[config.mk]
export PLATFORM = sky130hd
export DESIGN_NAME = dcache_store_buffer_flat
export DESIGN_NICKNAME = d
export VERILOG_FILES = /design/src/rtl/dcache_store_buffer_if.sv /design/src/rtl/dcache_store_buffer.sv /design/src/flat_wrapper.sv
export SDC_FILE = /design/constraint.sdc
export NUM_CORES = 1
export LEC_CHECK = 0
export BUFFER_PORTS_ARGS = -buffer_cell sky130_fd_sc_hd__buf_2
export CORE_MARGIN = 5
export CORE_UTILIZATION = 30
export CTS_BUF_LIST = sky130_fd_sc_hd__clkbuf_4 sky130_fd_sc_hd__clkbuf_8
export CTS_CLUSTER_DIAMETER = 100
export CTS_CLUSTER_SIZE = 10
export DETAILED_ROUTE_END_ITERATION = 7
export PLACE_DENSITY = 0.54
export SYNTH_ARGS = -nofsm -noshare
export SYNTH_HDL_FRONTEND = slang
export SYNTH_SLANG_ARGS = --single-unit
[constraint.sdc]
create_clock -name clock -period 7.81 [get_ports clock]
set_input_delay 0.781 -clock clock [delete_from_list [all_inputs] [get_ports clock]]
set_output_delay 0.781 -clock clock [all_outputs]
set_load 0.02 [all_outputs]
[src/rtl/dcache_store_buffer_if.sv]
// Store-commit handshake from retire and the write port toward memory.
// The buffer sits on the slave side; retire plus memory form the master side.
interface dcache_store_buffer_if #(
   parameter int ADDR_W = 32
);
   logic              store_request;
   logic [ADDR_W-1:0] store_addr;
   logic [31:0]       store_data;
   logic [1:0]        store_size;
   logic              store_response;
   logic              mem_req_valid;
   logic [ADDR_W-1:0] mem_req_addr;
   logic [63:0]       mem_req_data;
   logic [7:0]        mem_req_byte_en;
   logic              mem_req_ready;
   logic              mem_ack;

   modport master (
      output store_request, store_addr, store_data, store_size,
      input  store_response,
      input  mem_req_valid, mem_req_addr, mem_req_data, mem_req_byte_en,
      output mem_req_ready, mem_ack
   );

   modport slave (
      input  store_request, store_addr, store_data, store_size,
      output store_response,
      output mem_req_valid, mem_req_addr, mem_req_data, mem_req_byte_en,
      input  mem_req_ready, mem_ack
   );
endinterface

[src/rtl/dcache_store_buffer.sv]
// Coalescing store buffer between retire and the D-cache write port.
// Stores drain in order; same-doubleword loads see a probe hit meanwhile.
module dcache_store_buffer #(
   parameter int DEPTH  = 4,
   parameter int ADDR_W = 32
) (
   input  logic                       clock,
   input  logic                       reset,
   dcache_store_buffer_if.slave       bus,
   input  logic [ADDR_W-1:0]          load_probe_addr,
   output logic                       load_probe_hit,
   output logic                       buffer_empty,
   output logic [$clog2(DEPTH+1)-1:0] buffer_count
);
   localparam int PW = $clog2(DEPTH);
   localparam int CW = $clog2(DEPTH+1);
   localparam int TW = ADDR_W - 3;

   typedef enum logic [1:0] {IDLE, REQ, WAIT} state_t;

   state_t          state;
   logic [DEPTH-1:0] valid_q;
   logic [TW-1:0]   tag_q  [DEPTH];
   logic [63:0]     data_q [DEPTH];
   logic [7:0]      be_q   [DEPTH];
   logic [PW-1:0]   head;
   logic [PW-1:0]   tail;
   logic [PW-1:0]   yng;
   logic [CW-1:0]   count;
   logic [CW-1:0]   count_nx;
   logic            empty_q;
   logic            req_valid;

   logic [2:0]      off;
   logic [7:0]      lane_be;
   logic [63:0]     shifted;
   logic [63:0]     lane_data;
   logic [TW-1:0]   st_tag;
   logic            merge;
   logic            accept;
   logic            push;
   logic            pop;
   logic            probe_unused;

   assign st_tag = bus.store_addr[ADDR_W-1:3];
   assign yng    = tail - 1'b1;

   // Offset is forced to natural alignment before shifting lanes
   always_comb begin
      off     = bus.store_addr[2:0];
      lane_be = 8'h00;
      unique case (1'b1)
         (bus.store_size == 2'd0): begin
            lane_be = 8'h01 << off;
         end
         (bus.store_size == 2'd1): begin
            off[0]  = 1'b0;
            lane_be = 8'h03 << off;
         end
         default: begin
            off[1:0] = 2'b00;
            lane_be  = 8'h0F << off;
         end
      endcase
      shifted   = {32'h0, bus.store_data} << {off, 3'b000};
      lane_data = '0;
      for (int i = 0; i < 8; i++) begin
         lane_data[8*i +: 8] = lane_be[i] ? shifted[8*i +: 8] : 8'h00;
      end
   end

   // count>=2 keeps the head (possibly in flight) out of merge reach
   assign merge  = (count >= CW'(2)) && valid_q[yng] && (tag_q[yng] == st_tag);
   assign accept = bus.store_request && (merge || (count != CW'(DEPTH)));
   assign push   = accept && !merge;
   assign pop    = (state == WAIT) && bus.mem_ack;

   always_comb begin
      unique case ({push, pop})
         2'b10:   count_nx = count + CW'(1);
         2'b01:   count_nx = count - CW'(1);
         default: count_nx = count;
      endcase
   end

   always_comb begin
      load_probe_hit = 1'b0;
      for (int i = 0; i < DEPTH; i++) begin
         if (valid_q[i] && (tag_q[i] == load_probe_addr[ADDR_W-1:3])) begin
            load_probe_hit = 1'b1;
         end
      end
   end

   assign probe_unused = ^load_probe_addr[2:0];

   assign bus.store_response  = accept;
   assign bus.mem_req_valid   = req_valid;
   assign bus.mem_req_addr    = {tag_q[head], 3'b000};
   assign bus.mem_req_data    = data_q[head];
   assign bus.mem_req_byte_en = be_q[head];
   assign buffer_count        = count;
   assign buffer_empty        = empty_q;

   always_ff @(posedge clock) begin
      if (!reset) begin
         state     <= IDLE;
         head      <= '0;
         tail      <= '0;
         count     <= '0;
         empty_q   <= 1'b1;
         req_valid <= 1'b0;
         valid_q   <= '0;
         for (int i = 0; i < DEPTH; i++) begin
            tag_q[i]  <= '0;
            data_q[i] <= '0;
            be_q[i]   <= '0;
         end
      end else begin
         if (push) begin
            valid_q[tail] <= 1'b1;
            tag_q[tail]   <= st_tag;
            data_q[tail]  <= lane_data;
            be_q[tail]    <= lane_be;
            tail          <= tail + 1'b1;
         end
         if (accept && merge) begin
            for (int b = 0; b < 8; b++) begin
               if (lane_be[b]) data_q[yng][8*b +: 8] <= lane_data[8*b +: 8];
            end
            be_q[yng] <= be_q[yng] | lane_be;
         end
         if (pop) begin
            valid_q[head] <= 1'b0;
            head          <= head + 1'b1;
         end
         count   <= count_nx;
         empty_q <= (count_nx == '0);
         unique case (state)
            IDLE: begin
               if (count != '0) begin
                  state     <= REQ;
                  req_valid <= 1'b1;
               end
            end
            REQ: begin
               if (bus.mem_req_ready) begin
                  state     <= WAIT;
                  req_valid <= 1'b0;
               end
            end
            WAIT: begin
               if (bus.mem_ack) state <= IDLE;
            end
            default: begin
               state     <= IDLE;
               req_valid <= 1'b0;
            end
         endcase
      end
   end
endmodule
[src/flat_wrapper.sv]
// flat-port wrapper written by rule: the top's interface ports become plain ports
module dcache_store_buffer_flat 
#(
   parameter int DEPTH  = 4,
   parameter int ADDR_W = 32
)
  (clock, reset, load_probe_addr, load_probe_hit, buffer_empty, buffer_count, bus_store_request, bus_store_addr, bus_store_data, bus_store_size, bus_store_response, bus_mem_req_valid, bus_mem_req_addr, bus_mem_req_data, bus_mem_req_byte_en, bus_mem_req_ready, bus_mem_ack);
  dcache_store_buffer_if #(.ADDR_W(ADDR_W)) bus_i ();
  input  logic clock;
  input  logic reset;
  input  logic [ADDR_W-1:0] load_probe_addr;
  output logic load_probe_hit;
  output logic buffer_empty;
  output logic [$clog2(DEPTH+1)-1:0] buffer_count;
  input wire logic [$bits(bus_i.store_request)-1:0] bus_store_request;
  input wire logic [$bits(bus_i.store_addr)-1:0] bus_store_addr;
  input wire logic [$bits(bus_i.store_data)-1:0] bus_store_data;
  input wire logic [$bits(bus_i.store_size)-1:0] bus_store_size;
  output wire logic [$bits(bus_i.store_response)-1:0] bus_store_response;
  output wire logic [$bits(bus_i.mem_req_valid)-1:0] bus_mem_req_valid;
  output wire logic [$bits(bus_i.mem_req_addr)-1:0] bus_mem_req_addr;
  output wire logic [$bits(bus_i.mem_req_data)-1:0] bus_mem_req_data;
  output wire logic [$bits(bus_i.mem_req_byte_en)-1:0] bus_mem_req_byte_en;
  input wire logic [$bits(bus_i.mem_req_ready)-1:0] bus_mem_req_ready;
  input wire logic [$bits(bus_i.mem_ack)-1:0] bus_mem_ack;
  assign bus_i.store_request = bus_store_request;
  assign bus_i.store_addr = bus_store_addr;
  assign bus_i.store_data = bus_store_data;
  assign bus_i.store_size = bus_store_size;
  assign bus_store_response = bus_i.store_response;
  assign bus_mem_req_valid = bus_i.mem_req_valid;
  assign bus_mem_req_addr = bus_i.mem_req_addr;
  assign bus_mem_req_data = bus_i.mem_req_data;
  assign bus_mem_req_byte_en = bus_i.mem_req_byte_en;
  assign bus_i.mem_req_ready = bus_mem_req_ready;
  assign bus_i.mem_ack = bus_mem_ack;
  dcache_store_buffer #(.DEPTH(DEPTH), .ADDR_W(ADDR_W)) u_core (.clock(clock), .reset(reset), .bus(bus_i), .load_probe_addr(load_probe_addr), .load_probe_hit(load_probe_hit), .buffer_empty(buffer_empty), .buffer_count(buffer_count));
endmodule
==> results by group <==
Outcome
  – Status: complete, no violations

Power and ir drop
  – Leak: between 9 and 10 nW
  – PwrDens: 203 nW/µm²
  – Max IR drop VDD: approximately 0.11 mV

Critical path
  – Critical Path AT: 6.77 ns
  – Worst R2R Setup Slack: 1.39 ns
  – Crit path launch: u_core.tail[0]$_SDFFE_PN0N_
  – Number of cells on the critical path: 13
  – CP endpoint kind: flip-flop
  – Buf/Inv on CP: 4
  – FF-to-FF End: u_core.data_q[1][28]$_SDFFCE_PN0P_
  – CP max-delay cell: ha_2
  – R2r startpoint: u_core.tail[0]$_SDFFE_PN0N_
  – Worst-path fanout max: 37
  – WS Path Type: flip-flop to flip-flop
  – Crit path required time: 8.17 ns
  – CP cell instances: inv_1 -> ha_2 -> mux4_2 -> xnor2_1 -> nand2_1 -> nand4bb_1 -> or3b_1 -> o21ai_2 -> buf_4 -> a2bb2oi_4 -> buf_4 -> o21ai_0 -> buf_4
  – Worst Setup EP: u_core.data_q[1][28]$_SDFFCE_PN0P_
  – Setup crit start kind: flip-flop
  – Reg2Reg Depth: 13
  – Largest incremental delay on the critical path: 1.07 ns
  – CP most frequent cell: buf_4
  – Crit path max-delay family: buffers and inverters

Cells and area
  – # nets final: between 2,000 and 2,500
  – Layout cells sized above 1: 26.4%
  – Area Growth Syn to Fin: 13.0%
  – Final core occ: 34.0%

Synth
  – Most frequent cell after synthesis: edfxtp_1
  – Yosys cell types: 67
  – Cells after Synth: roughly 1,700
  – FF+latch count, synth: around 420
  – Synth Area in Compound Gates: under 10%
  – Synth top area share: between 50% and 60%
  – Syn Area/Cell: 13.0 µm²
  – YS warnings: 0
  – Post-Synthesis Cell Area: ~23,000 µm²
  – Post-synth top area cell: edfxtp_1
  – EDFF count, synth: about 400
  – Adder-cell area share of the yosys netlist: less than 1%
  – Sequential share of the synthesized area: 54.9%
  – Synth Flop Type: edfxtp_1
  – Synth Area in XOR/XNOR: under 10%
  – Synth top area cells: edfxtp_1, mux4_2, nor4_1
  – Main combinational cell family by area after synthesis: multiplexers
  – Synth cell count leaders: edfxtp_1, mux4_2, nor4_1, and2_1, nor2_1
  – Async set-or-reset flop fraction in the synthesized netlist: 0%
  – Post-synthesis mux area share: 14.9%
  – Synth Area in Simple Gates: 14.5%

Die
  – Die height: between 200 and 300 µm
  – Die width: around 290 µm
  – Die footprint: 81,300 µm²
  – Initial Utilization: 30.1%
  – FP Rows: 101
  – Ports: 214
  – Core footprint: 75,600 µm²

Clocking
  – Root Buffer: clkbuf_8
  – CTS buffer count: 48
  – Post-CTS Setup Repair Bufs: 0
  – Post-CTS sizing: 0
  – Worst skew pair latency: 0.70 ns
  – Post-CTS Hold Buffers: 0
  – Worst-path clk slew: 0.08 ns
  – Num Clock Sinks: approximately 420
  – TritonCTS clock tree: yes
  – Longest Clk Path Bufs: 3
  – H-tree Lvls: 2

Placed design
  – Port bufs: just over 200
  – GPL Wtd Cong: 0.930
  – DP HPWL: between 50 and 60 mm

STA
  – Rel. slew slack: 20.7%
  – RSZ-0062 raised after global routing: false
  – Slew Limit Fails: 0
  – Fmax: about 160 MHz
  – Fin crit period: 6.42 ns
  – Final Skew: 0.0988 ns
  – Hold Slack: 0.436 ns
  – Worst slew pin tran: 1.19 ns
  – Setup violations, final: 0
  – Final Hold Vio Count: 0
  – Final period util: 82.2%
  – Setup TNS: 0 ns

GRT
  – Vias in the first global route: 16,100
  – Gr usage total: 17.7%
  – Grt total ovfl: 0
  – Initial antenna violation count: 11
  – Pin count of the biggest net entering global routing: 76
  – First-pass GRT wire length: 110 mm

Routing
  – Initial DRC count: 1,673
  – Mean routed wirelength per cell: between 20 and 30 µm
  – Drt first pass iters: 6
  – WL final: 74.8 mm
  – ANT nets after route: 0
  – Avg Vias per Cell: 5.47
  – DRC: 0
  – Via Count: between 15,000 and 20,000

Min path
  – Hold Crit Class: primary input to flip-flop

Job
  – Max-cap violations: 0
[report_power, final]
part	internal (mW)	switching, mW	total [mW]
Combinational	0.343	0.643	0.986
Sequential	2.64	0.0939	2.73
Clock	0.663	0.823	1.49
[stage by stage]
| step | power, mW | setup slack, ns | cell area, µm² | std cells |
|---|---|---|---|---|
| 6_report | 5.20 | 1.39 | 25700 | 2913 |
| 5_1_grt | 5.40 | 1.15 | 25700 | 2913 |
| 4_1_cts | 5.26 | 1.40 | 25700 | 2911 |
| 3_5_place_dp | 3.77 | 1.48 | 24800 | 2840 |
| 3_3_place_gp | 3.76 | 1.52 | 24800 | 2840 |
| 2_1_floorplan | 3.36 | 1.55 | 22700 | 1748 |
[layout make-up]
class | instances | area, µm²
tap | 978 | 1220
clock buffer | 67 | 810
timing repair buffer | 258 | 1460
sequential | 421 | 12500
fill | 7469 | 49900
antenna | 2 | 5.00
clock inverter | 4 | 38.8
inverter | 71 | 267
multi-input combinational | 1112 | 9400
[flip-flops by register name, summed over array words and instances, names as in the netlist, named ones only]
name	count
u_core.be_q	32
u_core.buffer_count	3
u_core.buffer_empty	1
u_core.bus.mem_req_valid	1
u_core.data_q	256
u_core.head	2
u_core.state	2
u_core.tag_q	116
u_core.tail	2
u_core.valid_q	4
[routing by layer]
| layer | global-route usage (%) | part of all wire (%) | up-vias | wire length (µm) |
|---|---|---|---|---|
| li1 | - | - | 6977 | - |
| met1 | 23.7 | 41 | 8120 | 30600 |
| met2 | 29.8 | 49 | 706 | 36300 |
| met3 | 3.35 | 7.8 | 132 | 5800 |
| met4 | 4.68 | 2.7 | 10 | 2050 |
| met5 | 0 | 0.084 | - | 63 |
[kinds of logic after synthesis]
group	Yosys count
other	1
DFF	421
muxes	173
xor gates and xnor gates	139
buffers and inverters	215
AOI/OAI and AO/OA	176
and+or+nand+nor	611
adders and majority gates	10
[cells in the final DEF, fill, tap and decap left out, types with 56 or more instances in the layout]
cell        n
nor3_1     71
nor4_1    118
inv_1      71
xnor2_1    56
edfxtp_1  404
nand2_1   103
xor2_1     83
nor2_1    111
and2_1    114
mux4_2    131
buf_2     207
[how the worst min path moves through the flow]
stage                                     startpoint                                     to  slack (ns)  depth (start not counted)
3_5_place_dp   u_core.bus.mem_req_valid$_SDFFE_PN0P_  u_core.bus.mem_req_valid$_SDFFE_PN0P_        0.52                          2
2_1_floorplan           u_core.state[0]$_SDFFE_PN0P_           u_core.state[0]$_SDFFE_PN0P_        0.48                          2
4_1_cts                           bus_store_addr[29]      u_core.tag_q[2][26]$_SDFFCE_PN0P_        0.38                          2
6_report                          bus_store_addr[28]          u_core.tag_q[3][25]$_DFFE_PP_        0.44                          2
3_3_place_gp            u_core.state[0]$_SDFFE_PN0P_           u_core.state[0]$_SDFFE_PN0P_        0.49                          2
5_1_grt                           bus_store_addr[28]      u_core.tag_q[2][25]$_SDFFCE_PN0P_        0.41                          2
Note: power is estimated with default switching activity, not from simulation.
